File: config.mk
export PLATFORM = sky130hd
export DESIGN_NAME = serial_addsub16
export DESIGN_NICKNAME = d
export VERILOG_FILES = /design/src/rtl/serial_addsub16_pkg.sv /design/src/rtl/FA.sv /design/src/rtl/serial_addsub16.sv
export SDC_FILE = /design/constraint.sdc
export NUM_CORES = 1
export LEC_CHECK = 0
export BUFFER_PORTS_ARGS = -buffer_cell sky130_fd_sc_hd__buf_2
export CAP_MARGIN = 10
export CORE_ASPECT_RATIO = 0.7
export CORE_UTILIZATION = 59
export CTS_CLUSTER_DIAMETER = 30
export DETAILED_ROUTE_END_ITERATION = 10
export PLACE_DENSITY = 0.84
export REMOVE_ABC_BUFFERS = 1
export SETUP_SLACK_MARGIN = 0.15
export SLEW_MARGIN = 20
export SYNTH_ARGS = -nofsm -noshare
export SYNTH_HDL_FRONTEND = slang
export SYNTH_HIERARCHICAL = 1
export SYNTH_SLANG_ARGS = --single-unit
export TNS_END_PERCENT = 50
File: constraint.sdc
create_clock -name clk -period 4.49 [get_ports clk]
set_clock_uncertainty 0.15 [all_clocks]
set_input_delay 0.449 -clock clk [delete_from_list [all_inputs] [get_ports clk]]
set_output_delay 0.449 -clock clk [all_outputs]
set_load 0.05 [all_outputs]
File: src/rtl/serial_addsub16_pkg.sv
// Shared definitions for the bit-serial add/subtract unit.
package serial_addsub16_pkg;

  typedef enum logic [1:0] {
    IDLE = 2'd0,
    RUN  = 2'd1,
    DONE = 2'd2
  } state_t;

  localparam int DEFAULT_WIDTH = 16;

endpackage

File: src/rtl/FA.sv
// One-bit full-adder cell used as the serial bit-slice.
module FA (
  input  logic a,
  input  logic b,
  input  logic cin,
  output logic s,
  output logic cout
);

  assign s    = a ^ b ^ cin;
  assign cout = (a & b) | (cin & (a ^ b));

endmodule

File: src/rtl/serial_addsub16.sv
// Bit-serial two's-complement adder/subtractor: one result bit per clock,
// LSB first, through a single full-adder slice.
module serial_addsub16
  import serial_addsub16_pkg::*;
#(
  parameter int WIDTH = DEFAULT_WIDTH
) (
  input  logic             clk,
  input  logic             rst,
  input  logic             start,
  input  logic             op_sub,
  input  logic [WIDTH-1:0] a,
  input  logic [WIDTH-1:0] b,
  output logic             ready,
  output logic             busy,
  output logic             done,
  output logic [WIDTH-1:0] result,
  output logic             cout,
  output logic             ovf,
  output logic             zero
);

  localparam int CW = $clog2(WIDTH + 1);
  localparam logic [CW-1:0] LAST = CW'(WIDTH - 1);

  state_t state, state_next;

  logic [WIDTH-1:0] a_sr, b_sr;
  logic [WIDTH-2:0] psum;
  logic [CW-1:0]    cnt;
  logic             carry;
  logic             fa_s, fa_cout;
  logic             last_bit;
  logic [WIDTH-1:0] sum_final;

  FA u_fa (
    .a    (a_sr[0]),
    .b    (b_sr[0]),
    .cin  (carry),
    .s    (fa_s),
    .cout (fa_cout)
  );

  assign last_bit  = (state == RUN) && (cnt == LAST);
  assign sum_final = {fa_s, psum};

  always_ff @(posedge clk) begin
    if (rst) state <= IDLE;
    else     state <= state_next;
  end

  always_comb begin
    state_next = state;
    ready      = 1'b0;
    busy       = 1'b0;
    done       = 1'b0;
    case (state)
      IDLE: begin
        ready = 1'b1;
        if (start) state_next = RUN;
      end
      RUN: begin
        busy = 1'b1;
        if (last_bit) state_next = DONE;
      end
      DONE: begin
        done       = 1'b1;
        state_next = IDLE;
      end
      default: state_next = IDLE;
    endcase
  end

  always_ff @(posedge clk) begin
    if (rst) begin
      a_sr   <= '0;
      b_sr   <= '0;
      psum   <= '0;
      cnt    <= '0;
      carry  <= 1'b0;
      result <= '0;
      cout   <= 1'b0;
      ovf    <= 1'b0;
      zero   <= 1'b0;
    end else begin
      case (state)
        IDLE: begin
          if (start) begin
            a_sr  <= a;
            b_sr  <= op_sub ? ~b : b;
            carry <= op_sub;
            cnt   <= '0;
            psum  <= '0;
          end
        end
        RUN: begin
          a_sr  <= a_sr >> 1;
          b_sr  <= b_sr >> 1;
          psum  <= {fa_s, psum[WIDTH-2:1]};
          carry <= fa_cout;
          cnt   <= cnt + CW'(1);
          if (last_bit) begin
            // carry currently holds the carry into the MSB slice
            result <= sum_final;
            cout   <= fa_cout;
            ovf    <= carry ^ fa_cout;
            zero   <= (sum_final == '0);
          end
        end
        default: ;
      endcase
    end
  end

endmodule
==> impl_metrics.json <==
{
  "synthArstFlopShare": 0,
  "num-nets-final": 424,
  "min_to": "a_sr[15]",
  "core_sq_um": 4940,
  "worstHoldPathType": "in2reg",
  "cts_tree": "done",
  "io_buffers": 57,
  "relSlewSlack": 0.317,
  "wl_met1_um": 3110,
  "synth_top_area_share": 0.474,
  "ys.flop_type": "dfxtp_1",
  "yosysWarnings": 6,
  "place_hpwl_um": 4330,
  "r2r_setup_slack_ps": 2320,
  "cp.arrival_ps": 1890,
  "cts-htree-levels": 3,
  "final_max_slew_viol_count": 0,
  "cts.reportedPaths.clkPinSlew_ps": 80,
  "period_share": 0.554,
  "worst_pin_slew_ps": 1020,
  "avgSynthCellArea_sq_um": 9.06,
  "required_ps": 3890,
  "drt-total-wl_um": 6640,
  "worstPathMaxFanout": 17,
  "wl_met3_um": 393,
  "synth_common_cells": "dfxtp_1, nor2_1, nand2_1, a22oi_1, o2bb2ai_1",
  "ctsResizeCount": 0,
  "synth_top_area_cell": "dfxtp_1",
  "syn_area_sq_um": 3120,
  "grt.overflow.total": 0,
  "max-cap-violations": 0,
  "r2r_end": "zero",
  "grt_util_all_layers": 0.264,
  "num_vias": 2678,
  "utilization": 0.724,
  "synth_mux_area_frac": 0,
  "report.power.total_mw": 1.43,
  "firstDrtPassIters": 6,
  "grt_max_degree": 41,
  "ios": 58,
  "start_kind": "register",
  "min_delay_path_depth": 3,
  "drt_iter0_markers": 192,
  "hold_viol_final": 0,
  "antennaDiodeCount": 0,
  "synthCells": 345,
  "synth_simple_gate_area_share": 0.151,
  "post-cts-setup-buffers": 0,
  "synth-xor-area-share": 0.0477,
  "setup-tns-final_ps": 0,
  "ys_seq_elements": 74,
  "cts-root-buf": "clkbuf_8",
  "placed_area_sq_um": 3350,
  "yosysUniqueCellTypes": 38,
  "clock_latency_ps": 350,
  "drive_gt1_frac": 0.208,
  "rr_worst_depth": 5,
  "fp.dieW_um": 89.0,
  "fin_area_sq_um": 3580,
  "path_class": "reg2out",
  "yosys.cell_count.top_type": "dfxtp_1",
  "initial_core_util": 0.632,
  "area_growth_pct": 14.5,
  "synth_compound_area_frac": 0.254,
  "cp-end-kind": "primary output",
  "seq_area_frac_synth": 0.474,
  "cts_buffers": 9,
  "grt_pass1_wl_um": 11200,
  "synth_top_family_by_area": "compound AO/OA/AOI/OAI gates",
  "hp-start": "a[15]",
  "antenna_found_initial": 0,
  "cts.sinks": 74,
  "met2_length_um": 3050,
  "synth_area_leaders": "dfxtp_1, o2bb2ai_1, a22oi_1, nor2_1, xor2_1",
  "dr.max_layer_used": "met4",
  "synthAdderAreaFrac": 0.0144,
  "place.gp.congestion": 0.776,
  "synth_edf_count": 0,
  "cts_buffer_depth": 2,
  "die_h_um": 62.9,
  "period_needed_ps": 2490,
  "max_freq_mhz": 402,
  "vdd_drop_max_mv": 0.266,
  "viasPerCell": 5.83,
  "rsz0062_at_grt": "no",
  "status": "completed",
  "power_density_nw_per_um2": 401,
  "fp.dieArea_sq_um": 5590,
  "row_count": 21,
  "grt_pass1_vias": 2406,
  "antenna_left": 0,
  "hold_buffers": 0,
  "wl_per_cell_um": 14.5,
  "timing.rr.start": "cnt[0]",
  "setup_viol": 0,
  "p_leak_nw": 1.40,
  "drc": 0
}
area by class of cell:
| class | count | area [sq um] |
|---|---|---|
| clock buffer | 9 | 124 |
| clock inverter | 7 | 101 |
| fill | 381 | 1360 |
| inverter | 3 | 11.3 |
| multi-input combinational | 236 | 1460 |
| sequential | 74 | 1480 |
| tap | 69 | 86.3 |
| timing repair buffer | 61 | 315 |
sequential cells by signal (all words and copies together), names as in the netlist:
name,cells
a_sr,16
b_sr,16
carry,1
cnt,5
cout,1
ovf,1
psum,15
result,16
state,2
zero,1
placed cells by master, fill, tap and decap left out, types with 2 or more instances in the layout:
cell type | synthesis | routed
dfxtp_1 | 74 | 74
buf_2 | 10 | 57
nor2_1 | 54 | 54
nand2_1 | 35 | 35
a22oi_1 | 31 | 31
o2bb2ai_1 | 29 | 29
a21oi_1 | 19 | 19
a211oi_1 | 18 | 18
xor2_1 | 16 | 16
clkbuf_8 | 0 | 9
nor4_1 | 4 | 4
buf_4 | 7 | 4
nand3b_1 | 3 | 3
nor2b_1 | 2 | 2
nand3_1 | 2 | 2
nand2b_1 | 2 | 2
a32oi_1 | 2 | 2
o22ai_1 | 2 | 2
ha_1 | 2 | 2
clkinv_4 | 0 | 2
clkinvlp_4 | 0 | 2
bufinv_16 | 0 | 2
worst max-delay path by stage:
stage / start / cells past startpoint / end / slack [ps]
6_report: state[1] / 3 / done / 2000
5_1_grt: state[1] / 3 / done / 1880
4_1_cts: state[1] / 3 / done / 2030
3_5_place_dp: start / 4 / b_sr[2] / 2310
3_3_place_gp: start / 4 / b_sr[1] / 2370
2_1_floorplan: state[0] / 1 / busy / 1580
metal layers:
layer / vias to the layer above / GRT usage
met4: 0 / 0.111
met2: 99 / 0.392
met3: 11 / 0.0687
met5: - / 0
li1: 1319 / -
met1: 1249 / 0.363
worst max-delay path, stage by stage (launching register included):
cell      delay (ps)
dfxtp_1          530
clkinv_1         510
nor2_1           210
buf_2            280
cells by family after synthesis:
group / Yosys count
AND/OR/NAND/NOR: 109
AO/OA/AOI/OAI: 107
flip-flops: 74
buffers and inverters: 35
XOR/XNOR: 17
adder cells (fa/ha/maj): 3
where the power goes:
part | switching (mW) | leakage, nW | internal, mW | total, mW
registers | 0.0199 | 0.603 | 0.685 | 0.705
clock network | 0.260 | 0.106 | 0.316 | 0.576
logic | 0.0911 | 0.689 | 0.0613 | 0.152
stage by stage:
| stage | hold slack [ps] | setup WS [ps] | std cells |
|---|---|---|---|
| 2_1_floorplan | 283 | 1580 | 313 |
| 3_3_place_gp | 290 | 2370 | 443 |
| 3_5_place_dp | 296 | 2310 | 443 |
| 4_1_cts | 225 | 2030 | 459 |
| 5_1_grt | 242 | 1880 | 459 |
| 6_report | 238 | 2000 | 459 |
Power figures use the tool's default switching activity.
